--- config.mk ---
export PLATFORM = sky130hd
export DESIGN_NAME = cam_capture
export DESIGN_NICKNAME = d
export VERILOG_FILES = /design/src/rtl/cam_capture.sv
export SDC_FILE = /design/constraint.sdc
export NUM_CORES = 1
export LEC_CHECK = 0
export CORE_MARGIN = 1.5
export CORE_UTILIZATION = 35
export CTS_BUF_LIST = sky130_fd_sc_hd__clkbuf_2
export DETAILED_ROUTE_END_ITERATION = 8
export HOLD_SLACK_MARGIN = 0.06
export SETUP_SLACK_MARGIN = 0.4
export SYNTH_ARGS = -nofsm -noshare
export SYNTH_HDL_FRONTEND = slang
export SYNTH_SLANG_ARGS = --single-unit
--- constraint.sdc ---
create_clock -name clk -period 2.44 [get_ports clk]
set_clock_uncertainty 0.05 [all_clocks]
set_input_delay 0.61 -clock clk [delete_from_list [all_inputs] [get_ports clk]]
set_output_delay 0.61 -clock clk [all_outputs]
set_load 0.01 [all_outputs]
--- src/rtl/cam_capture.sv ---
// Camera capture front end: oversampled camera bus -> 16-bit pixels with sof/eol -> FWFT FIFO.
// Optional `CAM_CAPTURE_STATS_EN adds frame_count, line_count and line_pixels outputs.
module cam_capture #(
    parameter int FIFO_DEPTH  = 4,
    parameter int SYNC_STAGES = 2,
    parameter int CNT_W       = 12
) (
    input  logic             clk,
    input  logic             resetn,
    input  logic             enable,
    input  logic             cam_xclk,
    input  logic             cam_vsync,
    input  logic             cam_href,
    input  logic [7:0]       cam_dat,
    output logic [15:0]      pix_data,
    output logic             pix_sof,
    output logic             pix_eol,
    output logic             pix_valid,
    input  logic             pix_ready,
    output logic             overflow,
    output logic             frame_done
`ifdef CAM_CAPTURE_STATS_EN
    ,
    output logic [15:0]      frame_count,
    output logic [CNT_W-1:0] line_count,
    output logic [CNT_W-1:0] line_pixels
`endif
);

    localparam int AW = $clog2(FIFO_DEPTH);

    typedef enum logic [1:0] {S_IDLE, S_VSYNC, S_FRAME} state_t;

    // One shared chain keeps xclk, vsync, href and data mutually aligned.
    logic [10:0] sync_q [SYNC_STAGES];
    logic        xs, vs, hs, xs_d, hs_d;
    logic [7:0]  ds;

    always_ff @(posedge clk or negedge resetn) begin
        if (!resetn) begin
            for (int i = 0; i < SYNC_STAGES; i++) sync_q[i] <= '0;
            xs_d <= 1'b0;
            hs_d <= 1'b0;
        end else begin
            sync_q[0] <= {cam_xclk, cam_vsync, cam_href, cam_dat};
            for (int i = 1; i < SYNC_STAGES; i++) sync_q[i] <= sync_q[i-1];
            xs_d <= xs;
            hs_d <= hs;
        end
    end

    assign {xs, vs, hs, ds} = sync_q[SYNC_STAGES-1];

    logic xrise, href_fall;
    assign xrise     = xs & ~xs_d;
    assign href_fall = hs_d & ~hs;

    state_t state, state_n;
    logic   sof_start, frame_end, in_frame;

    always_ff @(posedge clk or negedge resetn) begin
        if (!resetn) state <= S_IDLE;
        else         state <= state_n;
    end

    always_comb begin
        state_n   = state;
        sof_start = 1'b0;
        frame_end = 1'b0;
        case (state)
            S_IDLE:  if (enable && vs) state_n = S_VSYNC;
            S_VSYNC: begin
                if (!enable) state_n = S_IDLE;
                else if (!vs) begin
                    state_n   = S_FRAME;
                    sof_start = 1'b1;
                end
            end
            S_FRAME: if (vs) begin
                frame_end = 1'b1;
                state_n   = enable ? S_VSYNC : S_IDLE;
            end
            default: state_n = S_IDLE;
        endcase
    end

    assign in_frame = (state == S_FRAME);

    logic       phase, pix_done;
    logic [7:0] byte_hi;

    assign pix_done = in_frame & xrise & hs & phase;

    always_ff @(posedge clk or negedge resetn) begin
        if (!resetn) begin
            phase   <= 1'b0;
            byte_hi <= '0;
        end else if (!in_frame || !hs) begin
            phase <= 1'b0;
        end else if (xrise) begin
            phase <= ~phase;
            if (!phase) byte_hi <= ds;
        end
    end

    // Holding one pixel back lets eol be attached when href falls, with no lookahead.
    logic        hold_vld, hold_sof, sof_pend;
    logic [15:0] hold_pix;
    logic        req_push, req_eol;

    assign req_push = in_frame & hold_vld & (pix_done | href_fall | frame_end);
    assign req_eol  = ~pix_done;

    always_ff @(posedge clk or negedge resetn) begin
        if (!resetn) begin
            hold_vld <= 1'b0;
            hold_sof <= 1'b0;
            hold_pix <= '0;
            sof_pend <= 1'b0;
        end else begin
            if (sof_start) sof_pend <= 1'b1;
            if (pix_done) begin
                hold_vld <= 1'b1;
                hold_pix <= {byte_hi, ds};
                hold_sof <= sof_pend;
                sof_pend <= 1'b0;
            end else if (in_frame && (href_fall || frame_end)) begin
                hold_vld <= 1'b0;
            end
        end
    end

    logic        push_q, push_sof_q, push_eol_q;
    logic [15:0] push_data_q;

    always_ff @(posedge clk or negedge resetn) begin
        if (!resetn) begin
            push_q      <= 1'b0;
            push_sof_q  <= 1'b0;
            push_eol_q  <= 1'b0;
            push_data_q <= '0;
            frame_done  <= 1'b0;
        end else begin
            push_q      <= req_push;
            push_sof_q  <= hold_sof;
            push_eol_q  <= req_eol;
            push_data_q <= hold_pix;
            frame_done  <= frame_end;
        end
    end

    logic [17:0] mem [FIFO_DEPTH];
    logic [AW:0] wptr, rptr;
    logic        empty, full, pop, wr;

    assign empty = (wptr == rptr);
    assign full  = (wptr[AW] != rptr[AW]) && (wptr[AW-1:0] == rptr[AW-1:0]);
    assign pop   = ~empty & pix_ready;
    assign wr    = push_q & (~full | pop);

    always_ff @(posedge clk) begin
        if (wr) mem[wptr[AW-1:0]] <= {push_sof_q, push_eol_q, push_data_q};
    end

    always_ff @(posedge clk or negedge resetn) begin
        if (!resetn) begin
            wptr     <= '0;
            rptr     <= '0;
            overflow <= 1'b0;
        end else begin
            if (wr)  wptr <= wptr + 1'b1;
            if (pop) rptr <= rptr + 1'b1;
            if (push_q && full && !pop)            overflow <= 1'b1;
            else if (state == S_IDLE && !enable)   overflow <= 1'b0;
        end
    end

    // Gate the head entry so the unreset storage never leaks onto the outputs.
    assign pix_valid = ~empty;
    assign {pix_sof, pix_eol, pix_data} = empty ? 18'd0 : mem[rptr[AW-1:0]];

`ifdef CAM_CAPTURE_STATS_EN
    logic [CNT_W-1:0] cur_px, cur_lines;

    function automatic logic [CNT_W-1:0] sat_inc(input logic [CNT_W-1:0] v);
        return (&v) ? v : v + 1'b1;
    endfunction

    always_ff @(posedge clk or negedge resetn) begin
        if (!resetn) begin
            cur_px      <= '0;
            cur_lines   <= '0;
            frame_count <= '0;
            line_count  <= '0;
            line_pixels <= '0;
        end else begin
            if (sof_start) begin
                cur_px    <= '0;
                cur_lines <= '0;
            end else if (req_push) begin
                if (req_eol) begin
                    line_pixels <= sat_inc(cur_px);
                    cur_px      <= '0;
                    cur_lines   <= sat_inc(cur_lines);
                end else begin
                    cur_px <= sat_inc(cur_px);
                end
            end
            if (frame_end) begin
                frame_count <= frame_count + 1'b1;
                line_count  <= (req_push && req_eol) ? sat_inc(cur_lines) : cur_lines;
            end
        end
    end
`endif

endmodule

Word level (Yosys, flattened, before mapping)

Memory sizes are Yosys's and may differ from the RTL's.
Cells that the tools add are included.

Register bits: 81
Bits in writable memories: 72
Input bits: 15
Output and inout port bits: 21
Logic and storage cells: 90
Memories: 1

Memory list:

| name | depth | bits a word | rd ports | clocked after Yosys merged registers in | write ports | line | text |
|---|---|---|---|---|---|---|---|
| mem  | 4     | 18          | 1        | 0                                       | 1           | 152  | `logic [17:0] mem [FIFO_DEPTH];` |

Add/sub/neg operators: 2
Equal/unequal tests: 8
Multiplexer cells: 22
Bitwise gates (word level): 19
Reductions and logical operators: 19

Operators with widths:

| kind                  | number |
|---|---|
| $mux W18              | 1 |
| $mux W1               | 16 |
| $and A1 B1 Y1         | 9 |
| $mux W2               | 4 |
| $reduce_bool A2 Y1    | 4 |
| $not A1 Y1            | 7 |
| $add A3 B1 Y3 const B | 2 |
| $logic_and A1 B1 Y1   | 6 |
| $pmux W2 S3           | 1 |
| $reduce_and A3 Y1     | 2 |
| $logic_not A1 Y1      | 4 |
| $ne A2 B2 Y1 const B  | 2 |
| $eq A3 B3 Y1          | 1 |
| $ne A3 B3 Y1 const B  | 1 |
| $or A1 B1 Y1          | 3 |
| $eq A2 B1 Y1 const B  | 1 |
| $eq A2 B2 Y1          | 1 |
| $eq A2 B2 Y1 const B  | 1 |
| $logic_not A2 Y1      | 1 |
| $logic_or A1 B1 Y1    | 2 |
| $ne A1 B1 Y1          | 1 |

Depth between registers and ports, before layout

Word-level depth: 8
Gate-level depth with buffers: 4
Depth with buffers taken out: 3

Worst setup path after synthesis

OpenSTA, ideal clock, no wires.

Path type: register to output
From: register rptr[0]
To: output pix_data[10]
Arrival time: 1540 ps
Data required time: 1780 ps
Slack: 240 ps
Stages on the path, launching flop included: 5
Buffers on the path: 2
Cells stage by stage: dfrtp_1 > buf_4 > buf_4 > mux4_2 > and2b_1

Longest elaborated chain between the ends: 2
Elaborated cells between the ends (all ways): 3
Classes of those cells: eq/ne: 1; mux: 1; memory: 1

Ends and longest elaborated chain:

| element                                        | line | text |
|---|---|---|
| from (decl)                                    | 153  | `logic [AW:0] wptr, rptr;` |
| from (signal assigned)                         | 172  | `if (pop) rptr <= rptr + 1'b1;` |
| $mem_v2 Z4 W18 or $eq A3 B3 Y1 (tied branches) | --   |  |
| $mux W18 (*)                                   | 180  | `assign {pix_sof, pix_eol, pix_data} = empty ? 18'd0 : mem[rptr[AW-1:0]];` |
| to (decl)                                      | 15   | `output logic [15:0] pix_data,` |

Mark *: on every way between the ends. The rest lies on a longest branch, timed or not.

Worst setup path after layout

From: register rptr[0]
To: output pix_eol

Longest elaborated chain between the ends: 2
Elaborated cells between the ends (all ways): 3
Classes of those cells: eq/ne: 1; mux: 1; memory: 1

Ends and longest elaborated chain:

| element                                        | line | text |
|---|---|---|
| $mem_v2 Z4 W18 or $eq A3 B3 Y1 (tied branches) | --   |  |
| $mux W18 (*)                                   | 180  |  |
| to (decl)                                      | 17   | `output logic pix_eol,` |

Marked as above.

==> results.ini <==
[grt]
antenna_found_initial=1
grt_pass1_vias=2858
grt_pass1_wl_um=15200
grt_start_max_net_pins=36
grt-ovfl-total=0
track_usage_pct=12.6

[worst_setup_path]
cp.required_ps=1780
cp_data_arrival_time_ps=2270
slowest_stage=dfrtp_1
crit_top_cell=buf_6
slowest_delay_ps=450
cp_cell_sequence=buf_6 -> buf_12 -> buf_16 -> buf_6 -> mux4_2 -> nor2b_1 -> buf_2
path_delay_family=buffers and inverters
crit_type=flop to output port
worstPathMaxFanout=4
path_buf_inv=5
critPathCaptureType=output port
critPathLaunchType=flop

[synthesis]
ys_seq_area_share_pct=76.8
synthArstFlopShare_pct=52.9
synth_edf_count=72
yosys_register_bits=153
syn_nets=296
syn_area_mm2=0.00545
syn_inst=276
synth.avg_cell_area_um2=19.8
ys.warnings.count=0
yosysUniqueCellTypes=36
ys.flop_type=dfrtp_1

[routing]
vias=2655
routed_wl_um=9450
wl_per_cell_um=16.5
drtAntennaViolNets=0
drt_first_pass_iters=5
drtIter0Drc=219
via_per_inst=4.63
drc_errors=0

[clock_tree]
clkSlewWorstSetupHoldPaths_ps=210
clk_latency_ps=660
root_buffer=clkbuf_2
clockBufferDepth=2
cts_buffers=17
cts.sinks=153
h-tree-depth=4
cts_tree=yes

[timing]
report.final.setup_viol=19
worst_slew_pin_slew_ps=578
postLayoutSetupSlackWorst_ps=-491
hold_ws_ps=294
slew_headroom_pct=61.4
rsz0062_at_grt=yes
period_needed_ps=2930
max_freq_ghz=0.341
drv_slew=0
hold_viol=0
fin_crit_sh_pct=120

[status]
violations=setup timing
status=finished, violations left

[floorplanning]
start_util_pct=35.9
chipWidth_um=128
io-pin-count=36
placementRows=45
design.die.area_mm2=0.0163
die_h_um=128
core_area_mm2=0.0152

[cells_and_area]
drive_above_1_share_pct=43.9
fin_nets=392
fin_util_pct=45.9
final_cell_mix=dfrtp_1 (81), edfxtp_1 (72), buf_6 (27)
fin_area_mm2=0.00698
area_growth_pct=28.1
mostFrequentLayoutCell=dfrtp_1

[placement]
globalplace.congestion=0.676
dp_hpwl_um=5110
pre_cts_ws_ps=-32.1
io_buffers=35
dpl_cell_area_mm2=0.00620

[power]
p_leak_uw=0.00274
vdd_drop_max_mv=0.342
power.density_mw_per_mm2=858
finalPower_uw=5990

[flow_run]
maxCapViolCount=0

[hold_path]
hold_class=primary input to flop

-- through the flow --
step | TNS (ps) | instances
after floorplan | 0 | 276
after global placement | 0 | 510
after detailed placement | -121 | 510
after CTS | -9670 | 568
after global routing | -11410 | 574
final | -8410 | 574
-- report_power, final --
| group | internal (uW) | total [uW] | switching [uW] | leakage [uW] |
|---|---|---|---|---|
| combinational | 1110 | 1830 | 721 | 0.00103 |
| sequential | 2750 | 2810 | 51.5 | 0.00157 |
| clock | 470 | 1360 | 887 | 0.000137 |
| total | 4330 | 5990 | 1660 | 0.00274 |
-- metal layers --
metal  vias up  global-route usage, %  share of wire [%]
li1       1242                      -                  -
met1      1356                   15.6                 43
met2        48                   21.2                 53
met3         9                   3.63                3.0
met4         0                   4.56                1.2
met5         -                      0                  0
-- synth_stat cells (all sizes together) (3+ instances only) --
| cell type | number | area (um2) |
|---|---|---|
| xor2 | 3 | 33.8 |
| and2b | 4 | 30.0 |
| inv | 4 | 15.0 |
| mux2 | 27 | 304 |
| nor2b | 18 | 113 |
| and3 | 4 | 28.8 |
| buf | 5 | 30.0 |
| dfrtp | 81 | 2030 |
| edfxtp | 72 | 2160 |
| xnor2 | 5 | 43.8 |
| ha | 5 | 62.6 |
| nor2 | 5 | 18.8 |
| mux4 | 18 | 405 |
-- flip-flops by register name, summed over array words and instances, names as in the netlist, 2 cells and up --
signal and cells:
mem 72, hold_pix 16, push_data_q 16, sync_q 13, byte_hi 8, ds 8, rptr 3, wptr 3
state 2
-- path summary, 6_finish.rpt --
check | end | cells after the start | start | slack, ps
min in group asynchronous | rptr[2] | 2 | resetn | 300
setup reg to reg | mem[2][7] | 6 | rptr[0] | 350
max in group asynchronous | push_data_q[6] | 3 | resetn | 1410
hold / removal | sync_q[16] | 1 | cam_dat[5] | 290
hold reg to reg | sync_q[10] | 0 | sync_q[21] | 320
setup / recovery | pix_eol | 7 | rptr[0] | -490
-- timing repair --
| action | in CTS | in global routing |
|---|---|---|
| pin swaps | 5 | 1 |
| buffers inserted | 18 | 1 |
| setup endpoints to repair | 94 | 75 |
| endpoints found under the hold margin | 52 | 0 |
| gates cloned | 7 | 4 |
| gates resized for setup | 128 | 26 |
| hold buffers | 1 | 0 |
-- cell type report --
cell class,instances,area [um2]
fillers,1306,8220
flip-flops and latches,153,4190
multi-input cells,119,1440
repair buffers,77,870
well taps,188,235
clock inverters,15,148
clock buffers,17,85.1
inverters,4,17.5
diodes,1,2.50
-- logic make-up (layout without fill, tap and decap cells) --
group | count (synthesis) | in the layout | synth area share (%)
XOR/XNOR | 8 | 8 | 1.42
flip-flops | 153 | 153 | 76.8
AO/OA/AOI/OAI | 12 | 12 | 1.61
buffers and inverters | 11 | 113 | 0.964
other | 0 | 1 | 0
AND/OR/NAND/NOR | 42 | 49 | 5.00
adder cells (fa/ha/maj) | 5 | 5 | 1.15
multiplexers | 45 | 45 | 13.0
Power figures use the tool's default switching activity.
